$ cat src/rtl/kernel_cache_read_arbiter_pkg.sv
// Shared constants and state encoding for the kernel cache read arbiter.
// AR attributes are fixed: 64-byte beats, INCR bursts, normal non-cacheable bufferable.
package PKG_CACHE;

    localparam logic [2:0] AR_SIZE_64B = 3'd6;
    localparam logic [1:0] AR_BURST_INCR = 2'b01;
    localparam logic [3:0] AR_CACHE_ATTR = 4'b0011;

    typedef enum logic [1:0] {
        ST_INIT  = 2'd0,
        ST_IDLE  = 2'd1,
        ST_ISSUE = 2'd2
    } arb_state_t;

endpackage

$ cat src/rtl/kernel_cache_read_arbiter_rr.sv
// Round-robin pick: first eligible requester at or above i_rr_ptr, wrapping.
// Purely combinational; o_grant is all-zero when nothing is eligible.
module arbiter_round_robin #(
    parameter int N     = 4,
    parameter int IDX_W = $clog2(N)
) (
    input  logic [N-1:0]     i_eligible,
    input  logic [IDX_W-1:0] i_rr_ptr,
    output logic [N-1:0]     o_grant,
    output logic [IDX_W-1:0] o_idx
);

    logic [N-1:0]     w_rot;
    logic [IDX_W-1:0] w_off;
    logic [IDX_W:0]   w_sum;

    always_comb begin
        // Rotate so the pointer position lands at bit 0, then priority-encode.
        w_rot = N'({i_eligible, i_eligible} >> i_rr_ptr);
        w_off = '0;
        for (int k = N - 1; k >= 0; k--) begin
            if (w_rot[k]) w_off = IDX_W'(k);
        end
        w_sum = {1'b0, i_rr_ptr} + {1'b0, w_off};
        if (w_sum >= (IDX_W + 1)'(N)) w_sum = w_sum - (IDX_W + 1)'(N);
        o_idx   = w_sum[IDX_W-1:0];
        o_grant = (|w_rot) ? (N'(1) << o_idx) : '0;
    end

endmodule

$ cat src/rtl/kernel_cache_read_arbiter.sv
// Arbitrates NUM_REQ read requesters onto one AXI AR channel and routes R beats back by ID.
// Each requester is limited to MAX_OUTSTANDING bursts in flight.
module kernel_cache_read_arbiter
    import PKG_CACHE::*;
#(
    parameter int NUM_REQ         = 4,
    parameter int MAX_OUTSTANDING = 8,
    parameter int ID_W            = 4
) (
    input  logic                    ap_clk,
    input  logic                    areset,
    input  logic                    cache_setup_signal,
    input  logic [NUM_REQ-1:0]      req_valid,
    input  logic [NUM_REQ*64-1:0]   req_addr,
    input  logic [NUM_REQ*8-1:0]    req_len,
    output logic [NUM_REQ-1:0]      req_ready,
    output logic [NUM_REQ-1:0]      rsp_valid,
    output logic [511:0]            rsp_data,
    output logic                    rsp_last,
    input  logic [NUM_REQ-1:0]      rsp_ready,
    output logic                    s_arvalid,
    input  logic                    s_arready,
    output logic [63:0]             s_araddr,
    output logic [7:0]              s_arlen,
    output logic [ID_W-1:0]         s_arid,
    output logic [2:0]              s_arsize,
    output logic [1:0]              s_arburst,
    output logic [3:0]              s_arcache,
    input  logic                    s_rvalid,
    output logic                    s_rready,
    input  logic [511:0]            s_rdata,
    input  logic                    s_rlast,
    input  logic [ID_W-1:0]         s_rid,
    input  logic [1:0]              s_rresp,
    output logic                    err_bad_id,
    output logic                    err_rresp
);

    localparam int IDX_W = $clog2(NUM_REQ);
    localparam int CNT_W = $clog2(MAX_OUTSTANDING + 1);
    localparam logic [CNT_W-1:0] CNT_MAX = CNT_W'(MAX_OUTSTANDING);

    arb_state_t r_state, w_state_nxt;

    logic [NUM_REQ-1:0] w_elig;
    logic [NUM_REQ-1:0] w_gnt_oh;
    logic [IDX_W-1:0]   w_gnt_idx;
    logic               w_grant;
    logic               w_ar_hs;
    logic [63:0]        w_sel_addr;
    logic [7:0]         w_sel_len;
    logic [ID_W:0]      w_rid_ext;
    logic               w_rid_ok;

    logic [IDX_W-1:0]   r_rr_ptr;
    logic [IDX_W-1:0]   r_gnt_idx;
    logic               r_arvalid;
    logic [63:0]        r_araddr;
    logic [7:0]         r_arlen;
    logic [ID_W-1:0]    r_arid;
    logic [NUM_REQ-1:0] r_req_ready;
    logic               r_err_bad_id;
    logic               r_err_rresp;

    arbiter_round_robin #(
        .N     (NUM_REQ),
        .IDX_W (IDX_W)
    ) u_rr (
        .i_eligible (w_elig),
        .i_rr_ptr   (r_rr_ptr),
        .o_grant    (w_gnt_oh),
        .o_idx      (w_gnt_idx)
    );

    always_ff @(posedge ap_clk or posedge areset) begin
        if (areset) r_state <= ST_INIT;
        else        r_state <= w_state_nxt;
    end

    always_comb begin
        w_state_nxt = r_state;
        w_grant     = 1'b0;
        case (r_state)
            ST_INIT:  if (!cache_setup_signal) w_state_nxt = ST_IDLE;
            ST_IDLE: begin
                if (cache_setup_signal) begin
                    w_state_nxt = ST_INIT;
                end else if (|w_gnt_oh) begin
                    w_grant     = 1'b1;
                    w_state_nxt = ST_ISSUE;
                end
            end
            // A presented AR stays up until accepted, regardless of setup.
            ST_ISSUE: if (s_arready) w_state_nxt = ST_IDLE;
            default:  w_state_nxt = ST_INIT;
        endcase
    end

    assign w_ar_hs = (r_state == ST_ISSUE) && s_arready;

    always_comb begin
        w_sel_addr = '0;
        w_sel_len  = '0;
        for (int k = 0; k < NUM_REQ; k++) begin
            if (w_gnt_oh[k]) begin
                w_sel_addr = req_addr[k*64 +: 64];
                w_sel_len  = req_len[k*8 +: 8];
            end
        end
    end

    // req_ready is registered so no output follows req_valid combinationally;
    // it pulses in the cycle the captured request is first presented on AR.
    always_ff @(posedge ap_clk or posedge areset) begin
        if (areset) begin
            r_req_ready <= '0;
            r_arvalid   <= 1'b0;
            r_araddr    <= '0;
            r_arlen     <= '0;
            r_arid      <= '0;
            r_gnt_idx   <= '0;
            r_rr_ptr    <= '0;
        end else begin
            r_req_ready <= w_grant ? w_gnt_oh : '0;
            if (w_grant) begin
                r_arvalid <= 1'b1;
                r_araddr  <= w_sel_addr;
                r_arlen   <= w_sel_len;
                r_arid    <= ID_W'(w_gnt_idx);
                r_gnt_idx <= w_gnt_idx;
            end else if (w_ar_hs) begin
                r_arvalid <= 1'b0;
                r_rr_ptr  <= (r_gnt_idx == IDX_W'(NUM_REQ - 1)) ? '0 : r_gnt_idx + IDX_W'(1);
            end
        end
    end

    assign w_rid_ext = {1'b0, s_rid};
    assign w_rid_ok  = w_rid_ext < (ID_W + 1)'(NUM_REQ);

    // Out-of-range IDs keep s_rready high so stray beats are drained.
    always_comb begin
        rsp_valid = '0;
        s_rready  = 1'b1;
        for (int k = 0; k < NUM_REQ; k++) begin
            if (w_rid_ext == (ID_W + 1)'(k)) begin
                rsp_valid[k] = s_rvalid;
                s_rready     = rsp_ready[k];
            end
        end
    end

    for (genvar k = 0; k < NUM_REQ; k++) begin : g_cnt
        logic [CNT_W-1:0] r_cnt;
        logic             w_inc;
        logic             w_dec;

        assign w_inc     = w_ar_hs && (r_gnt_idx == IDX_W'(k));
        assign w_dec     = s_rvalid && s_rready && s_rlast && (w_rid_ext == (ID_W + 1)'(k));
        assign w_elig[k] = req_valid[k] && (r_cnt < CNT_MAX);

        always_ff @(posedge ap_clk or posedge areset) begin
            if (areset)
                r_cnt <= '0;
            else if (w_inc && !w_dec && r_cnt != CNT_MAX)
                r_cnt <= r_cnt + CNT_W'(1);
            else if (w_dec && !w_inc && r_cnt != '0)
                r_cnt <= r_cnt - CNT_W'(1);
        end
    end

    always_ff @(posedge ap_clk or posedge areset) begin
        if (areset) begin
            r_err_bad_id <= 1'b0;
            r_err_rresp  <= 1'b0;
        end else if (s_rvalid && s_rready) begin
            if (!w_rid_ok)        r_err_bad_id <= 1'b1;
            if (s_rresp != 2'b00) r_err_rresp  <= 1'b1;
        end
    end

    assign req_ready  = r_req_ready;
    assign s_arvalid  = r_arvalid;
    assign s_araddr   = r_araddr;
    assign s_arlen    = r_arlen;
    assign s_arid     = r_arid;
    assign s_arsize   = AR_SIZE_64B;
    assign s_arburst  = AR_BURST_INCR;
    assign s_arcache  = AR_CACHE_ATTR;
    assign rsp_data   = s_rdata;
    assign rsp_last   = s_rlast;
    assign err_bad_id = r_err_bad_id;
    assign err_rresp  = r_err_rresp;

endmodule

$ cat config.mk
export PLATFORM = sky130hd
export DESIGN_NAME = kernel_cache_read_arbiter
export DESIGN_NICKNAME = d
export VERILOG_FILES = /design/src/rtl/kernel_cache_read_arbiter_pkg.sv /design/src/rtl/kernel_cache_read_arbiter_rr.sv /design/src/rtl/kernel_cache_read_arbiter.sv
export SDC_FILE = /design/constraint.sdc
export NUM_CORES = 1
export LEC_CHECK = 0
export ABC_AREA = 1
export CAP_MARGIN = 20
export CORE_AREA = 2 2 558 560
export CTS_BUF_LIST = sky130_fd_sc_hd__clkbuf_4 sky130_fd_sc_hd__clkbuf_8 sky130_fd_sc_hd__clkbuf_16
export DETAILED_ROUTE_END_ITERATION = 10
export DIE_AREA = 0 0 560 562
export PLACE_DENSITY_LB_ADDON = 0.3
export SLEW_MARGIN = 20
export SYNTH_ARGS = -nofsm -noshare
export SYNTH_HDL_FRONTEND = slang
export SYNTH_HIERARCHICAL = 1
export SYNTH_SLANG_ARGS = --single-unit
$ cat constraint.sdc
create_clock -name ap_clk -period 9.65 [get_ports ap_clk]
set_input_delay 1.93 -clock ap_clk [delete_from_list [all_inputs] [get_ports ap_clk]]
set_output_delay 1.93 -clock ap_clk [all_outputs]
set_load 0.02 [all_outputs]
==> metrics.cfg, run 1 <==
[sta]
worst_slew_pin_slew_ps = 1160
tns_ps = 0
fmax_ghz = 0.170
rsz0062_at_grt = false
hold_viol_final = 0
drv_slew = 0
setup_viol = 0
slew_headroom = 0.228
fin_crit_ps = 5880
fin_worst_skew_ps = 28.5
fin_crit_sh = 0.609

[clock_tree]
cts_setup_buffers = 0
cts_made_buffers = 9
postCtsHoldBufs = 0
path_clk_slew_ps = 120
cts_resized = 0
clock_path_buffers = 2
htree_levels = 3
cts_tree = built
root_buffer = clkbuf_16
clkSinkCount = 101
clk_latency_ps = 460

[cells_and_area]
fin_area_um2 = 15900
area_delta_synth_final_pct = 51.4
nNetsFinal = 1998
fill_cells = 36700
drive_gt1_frac = 0.0635

[power_and_ir_drop]
vdd_drop_max_mv = 0.360
power_mw = 6.51
p_per_area_nw_per_um2 = 410
power.leakage_nw = 4.53

[synth]
yosys-top-cells-area = buf_4, dfrtp_1, a21oi_1, a221o_1, o211ai_1
ys_warn_count = 6
yosysTopAreaCell = buf_4
ys_seq_elements = 101
syn_inst = 1317
synth_edf_count = 0
synth_top_flop_cell = dfrtp_1
netlist_area_um2 = 10500
syn_area_per_cell_um2 = 7.96
ys_types = 39
yosys.area_share.adder = 0.0232
synth-simple-area-share = 0.107
synth_top_family_by_area = buffers and inverters
synth.area.mux_share = 0
synth_xor_area_frac = 0.00501
async_reset_ff_frac = 1.00
synth_top_area_frac = 0.378
synth-compound-area-share = 0.202
ys_seq_area_frac = 0.241

[placed_design]
port-buffer-count = 394
place.gp.congestion = 0.761
dpl_cell_area_um2 = 15600
place_hpwl_mm = 162

[worst_setup_path]
endpoint_kind = register
r2r_end = s_araddr[38]
critPathCapture = s_araddr[38]
reg2reg_setup_slack_ps = 5280
startpoint = req_valid[3]
r2r-start = g_cnt[3].r_cnt[3]
crit_slowest_cell = buf_4
crit_chain = clkdlybuf4s50_1, inv_1, nor2_1, nand2_1, nand3_1, nand2_1, nand3_1, a21boi_0, ha_1, xnor2_1, inv_1, nand2_4, nand2_4, nor2_4, nor4_2, inv_2, nand2_4, inv_4, buf_4, nor2_1, a21oi_1
r2r_cells = 19
cp_common_cell = nand2_4
crit_type = input pin to register
arrival_ps = 6260
path_max_fanout = 42
worstSetupStartpointType = input pin
required_ps = 10040
worst_path_largest_cell_delay_ps = 640

[global_routing]
use_met3 = 0.182
grt_pass1_vias = 9165
grt_max_degree = 57
met2_usage = 0.170
grtUsageTotal = 0.107
grt_pass1_wl_mm = 195
gr-max-usage-layer = met3
grt_use_met1 = 0.0411
gr-total-overflow = 0
antenna_found_initial = 26

[route]
vias = 9055
drt_pre_antenna_iters = 5
drc = 0
wl_per_cell_um = 32.9
drt-total-wl_mm = 174
avgViaCountPerCell = 1.71
drt_iter0_drc = 470
ant_nets = 0

[die]
rows = 204
ios = 1430
fp.dieH_um = 562
coreArea_um2 = 308000
initial_core_util = 0.0340
die_area_um2 = 315000
die_w_um = 560

[run]
cap_violations = 0

[hold_path]
hp-class = register to register
min_path_cells = 1

[outcome]
status = complete, no violations

[layout by cell type, fill, tap and decap left out, types with 4 or more instances in the layout]
cell type,instances
a21oi_1,147
a221o_1,72
buf_4,15
clkbuf_16,9
clkdlybuf4s50_1,394
conb_1,11
dfrtp_1,101
diode_2,5
fa_1,4
ha_1,13
inv_1,39
inv_2,6
nand2_1,81
nand2_2,13
nand3_1,28
nand3b_1,5
nor2_1,100
nor2_4,4
nor3_1,4
o211ai_1,72
xor2_1,4
[registers in the layout, summed over array words and instances, names as in the netlist]
name         cells
s_araddr        64
req_ready        4
r_gnt_idx        2
r_state          2
g_cnt.r_cnt     16
s_arvalid        1
r_rr_ptr         2
s_arlen          8
err_rresp        1
err_bad_id       1
[area by class of cell]
| cell class | instances | area (um^2) | share of cell area |
|---|---|---|---|
| well taps | 4120 | 5150 | 0.325 |
| repair buffers | 409 | 4060 | 0.256 |
| multi-input cells | 590 | 3610 | 0.228 |
| flip-flops and latches | 101 | 2530 | 0.159 |
| clock buffers | 9 | 225 | 0.0142 |
| inverters | 50 | 201 | 0.0127 |
| clock inverters | 7 | 85.1 | 0.00536 |
| diodes | 5 | 12.5 | 0.000788 |
[where the power goes]
part	leakage [nW]	internal, mW	switching [mW]
registers	1.18	0.646	0.172
logic	3.21	1.73	3.49
clock network	0.146	0.186	0.283
total	4.53	2.57	3.94
[per-layer routing]
metal	routed length (um)	share of wire
met1	23800	0.14
met2	78700	0.45
met3	63600	0.37
met4	8070	0.046
met5	27	0.00015
[through the flow]
step | std cells | util | hold slack, ps | worst slack [ps]
floorplan | 1326 | - | 491 | 5070
global placement | 5270 | 0.0504 | 481 | 3230
detailed placement | 5270 | 0.0504 | 476 | 3230
CTS | 5286 | 0.0514 | 508 | 3750
global route | 5289 | 0.0515 | 532 | 3380
finish | 5291 | 0.0515 | 505 | 3770
[worst min-delay path by stage]
stage          startpoint         end  slack, ps
3_5_place_dp   err_bad_id  err_bad_id        480
5_1_grt        err_bad_id  err_bad_id        530
6_report       err_bad_id  err_bad_id        500
4_1_cts        err_bad_id  err_bad_id        510
2_1_floorplan  r_state[1]  r_state[0]        490
3_3_place_gp   err_bad_id  err_bad_id        480
[worst max-delay path, delay by kind of cell]
family / cells / cell delay [ps]
AOI/OAI and AO/OA: 2 / 240
and+or+nand+nor: 11 / 1660
adders and majority gates: 1 / 200
xor gates and xnor gates: 1 / 240
buffers and inverters: 6 / 1810
[Yosys cell counts (3+ instances only)]
master	number
buf_4	528
a21oi_1	149
dfrtp_1	101
nor2_1	101
nand2_1	81
a221o_1	72
o211ai_1	72
inv_1	40
clkbuf_1	34
nand3_1	28
buf_2	17
nand2_2	14
ha_1	13
inv_2	9
nand3b_1	5
buf_6	4
fa_1	4
nor3_1	4
xor2_1	4
a211oi_1	3
nand4_1	3
nor2_2	3
o31ai_1	3
[cells by family after synthesis]
family          count (synthesis)
compound gates                307
xor+xnor                        6
fa+ha+maj                      17
buf+inv                       635
flops                         101
other cells                     2
simple gates                  249
No activity file was read; power rests on OpenSTA's default activity.
==> run 2: changes to the inputs <==
--- a/config.mk
+++ b/config.mk
@@ -7,10 +7,10 @@
 export LEC_CHECK = 0
 export ABC_AREA = 1
 export CAP_MARGIN = 20
-export CORE_AREA = 2 2 558 560
+export CORE_AREA = 2 2 563 565
 export CTS_BUF_LIST = sky130_fd_sc_hd__clkbuf_4 sky130_fd_sc_hd__clkbuf_8 sky130_fd_sc_hd__clkbuf_16
 export DETAILED_ROUTE_END_ITERATION = 10
-export DIE_AREA = 0 0 560 562
+export DIE_AREA = 0 0 565 567
 export PLACE_DENSITY_LB_ADDON = 0.3
 export SLEW_MARGIN = 20
 export SYNTH_ARGS = -nofsm -noshare
==> constraint.sdc (replaced) <==
create_clock -name ap_clk -period 6 [get_ports ap_clk]
set_input_delay 1.2 -clock ap_clk [delete_from_list [all_inputs] [get_ports ap_clk]]
set_output_delay 1.2 -clock ap_clk [all_outputs]
set_load 0.02 [all_outputs]
==> metrics.cfg, run 2 (synthesized netlist as in run 1, its figures left out) <==
[cells_and_area]
layout_common_cells = clkdlybuf4s50_1, a21oi_1, dfrtp_1  ; unchanged
nNetsFinal = 2002  ; was 1,998
drive_gt1_frac = 0.0667  ; was 0.0635
mostFrequentLayoutCell = clkdlybuf4s50_1  ; unchanged
area_delta_synth_final_pct = 52.8  ; was 51.4%
instances_no_fill = 5335  ; was 5,291
largest_reg_flops = 64  ; unchanged
fill_cells = 37300  ; was 36,700

[clock_tree]
cts_resized = 0  ; unchanged
htree_levels = 3  ; unchanged
postCtsHoldBufs = 0  ; unchanged
path_clk_slew_ps = 120  ; about the same
cts_tree = built  ; unchanged
cts_made_buffers = 9  ; unchanged
clkSinkCount = 101  ; unchanged
clk_latency_ps = 450  ; was 460 ps
cts_setup_buffers = 0  ; unchanged
root_buffer = clkbuf_16  ; unchanged
clock_path_buffers = 2  ; unchanged

[worst_setup_path]
crit_type = input pin to register  ; unchanged
required_ps = 6310  ; was 10,040 ps
path_max_fanout = 27  ; was 42
endpoint_kind = register  ; unchanged
arrival_ps = 4940  ; was 6260 ps
worstSetupStartpointType = input pin  ; unchanged

[placed_design]
placed_cells = 5314  ; was 5,270
port-buffer-count = 394  ; unchanged
place_hpwl_mm = 161  ; was 162 mm
dp_slack_ps = 804  ; was 3230 ps
place.gp.congestion = 0.776  ; was 0.761

[global_routing]
grt_max_degree = 74  ; was 57
grtUsageTotal = 0.104  ; was 0.107
gr-total-overflow = 0  ; unchanged
antenna_found_initial = 21  ; was 26
grt_pass1_vias = 9410  ; was 9,165
grt_pass1_wl_mm = 194  ; was 195 mm

[sta]
tns_ps = 0  ; unchanged
setup_viol = 0  ; unchanged
fin_worst_skew_ps = 24.4  ; was 28.5 ps
slew_headroom = 0.411  ; was 0.228
worst_slew_pin_slew_ps = 881  ; was 1160 ps
fin_crit_sh = 0.773
whs_ps = 491  ; was 505 ps
layout_setup_ws_ps = 1360  ; was 3770 ps
hold_viol_final = 0  ; unchanged
fin_crit_ps = 4640
fmax_ghz = 0.216
drv_slew = 0  ; unchanged
rsz0062_at_grt = false  ; unchanged

[die]
die_area_um2 = 320000  ; was 315,000 um^2
rows = 206  ; was 204
fp.dieH_um = 567  ; was 562 um
ios = 1430  ; unchanged
die_w_um = 565  ; was 560 um
initial_core_util = 0.0334  ; was 0.0340
coreArea_um2 = 314000  ; was 308,000 um^2

[route]
vias = 8992  ; was 9,055
wl_per_cell_um = 32.5  ; was 32.9 um
ant_nets = 0  ; unchanged
drt_iter0_drc = 470  ; unchanged
drt_pre_antenna_iters = 5  ; unchanged
avgViaCountPerCell = 1.69  ; was 1.71
drt-total-wl_mm = 173  ; was 174 mm
drc = 0  ; unchanged

[outcome]
status = complete, no violations  ; unchanged

[hold_path]
hp-class = register to register  ; unchanged

[run]
cap_violations = 0  ; unchanged

[power_and_ir_drop]
power.leakage_nw = 4.58  ; was 4.53 nW
p_per_area_nw_per_um2 = 670  ; was 410 nW/um^2
vdd_drop_max_mv = 0.537  ; was 0.360 mV

[run 2: changes by cell type in the layout (fill, tap and decap cells not counted), sizes merged]
| cell | delta |
|---|---|
| buf | +4 |
| clkinv | -2 |
| clkinvlp | -1 |
| inv | +3 |
[run 2: final timing paths]
check                             startpoint      endpoint  slack (ps)  cells past startpoint
min in group asynchronous             areset  s_araddr[10]        1160                      2
max                             req_valid[3]  s_araddr[55]        1360                     20
min reg2reg                       err_bad_id    err_bad_id         490                      1
max reg2reg                g_cnt[3].r_cnt[3]  s_araddr[55]        2080                     18
min                               err_bad_id    err_bad_id         490                      1
max in group asynchronous             areset    err_bad_id        3810                      3
[run 2: routing by layer]
layer | up-vias | GRT usage | wire [um]
li1 | 3615 | - | -
met1 | 3964 | 0.0409 | 23700
met2 | 1087 | 0.166 | 78100
met3 | 322 | 0.179 | 64500
met4 | 4 | 0.0417 | 7080
met5 | - | 0 | 27
[run 2: layout make-up]
type | instances | area, um^2 | share of cell area
inverter | 50 | 201 | 0.0126
tap | 4160 | 5200 | 0.325
clock inverter | 7 | 73.8 | 0.00461
clock buffer | 9 | 225 | 0.0141
timing repair buffer | 413 | 4160 | 0.260
antenna | 5 | 12.5 | 0.000781
sequential | 101 | 2530 | 0.158
multi-input combinational | 590 | 3610 | 0.225
[run 2: worst max-delay path, stage by stage]
cell             delay (ps)
clkdlybuf4s50_1         460
inv_1                    40
nor2_1                  140
nand2_1                 100
nand3_1                 100
nand2_1                  80
nand3_1                  70
a21boi_0                 90
ha_1                    200
xnor2_1                 240
nand3_2                 210
nand2_4                 140
nor2_4                   60
nor4_2                  350
inv_2                    80
nand2_4                 120
inv_4                   210
buf_4                   340
nor2_1                  610
a21oi_1                  80
[run 2: report_power, final]
group | switching [mW] | internal, mW | leakage, nW | total, mW
registers | 0.294 | 1.04 | 1.18 | 1.33
clock network | 0.430 | 0.298 | 0.147 | 0.729
logic | 5.72 | 2.95 | 3.25 | 8.66
total | 6.44 | 4.29 | 4.58 | 10.7
[run 2: through the flow]
stage | util | power, mW | area [um^2]
global placement | 0.0500 | 10.4 | 15700
floorplan | - | 6.38 | 10500
global route | 0.0510 | 11.7 | 16000
detailed placement | 0.0500 | 10.4 | 15700
CTS | 0.0510 | 11.2 | 16000
finish | 0.0510 | 10.7 | 16000
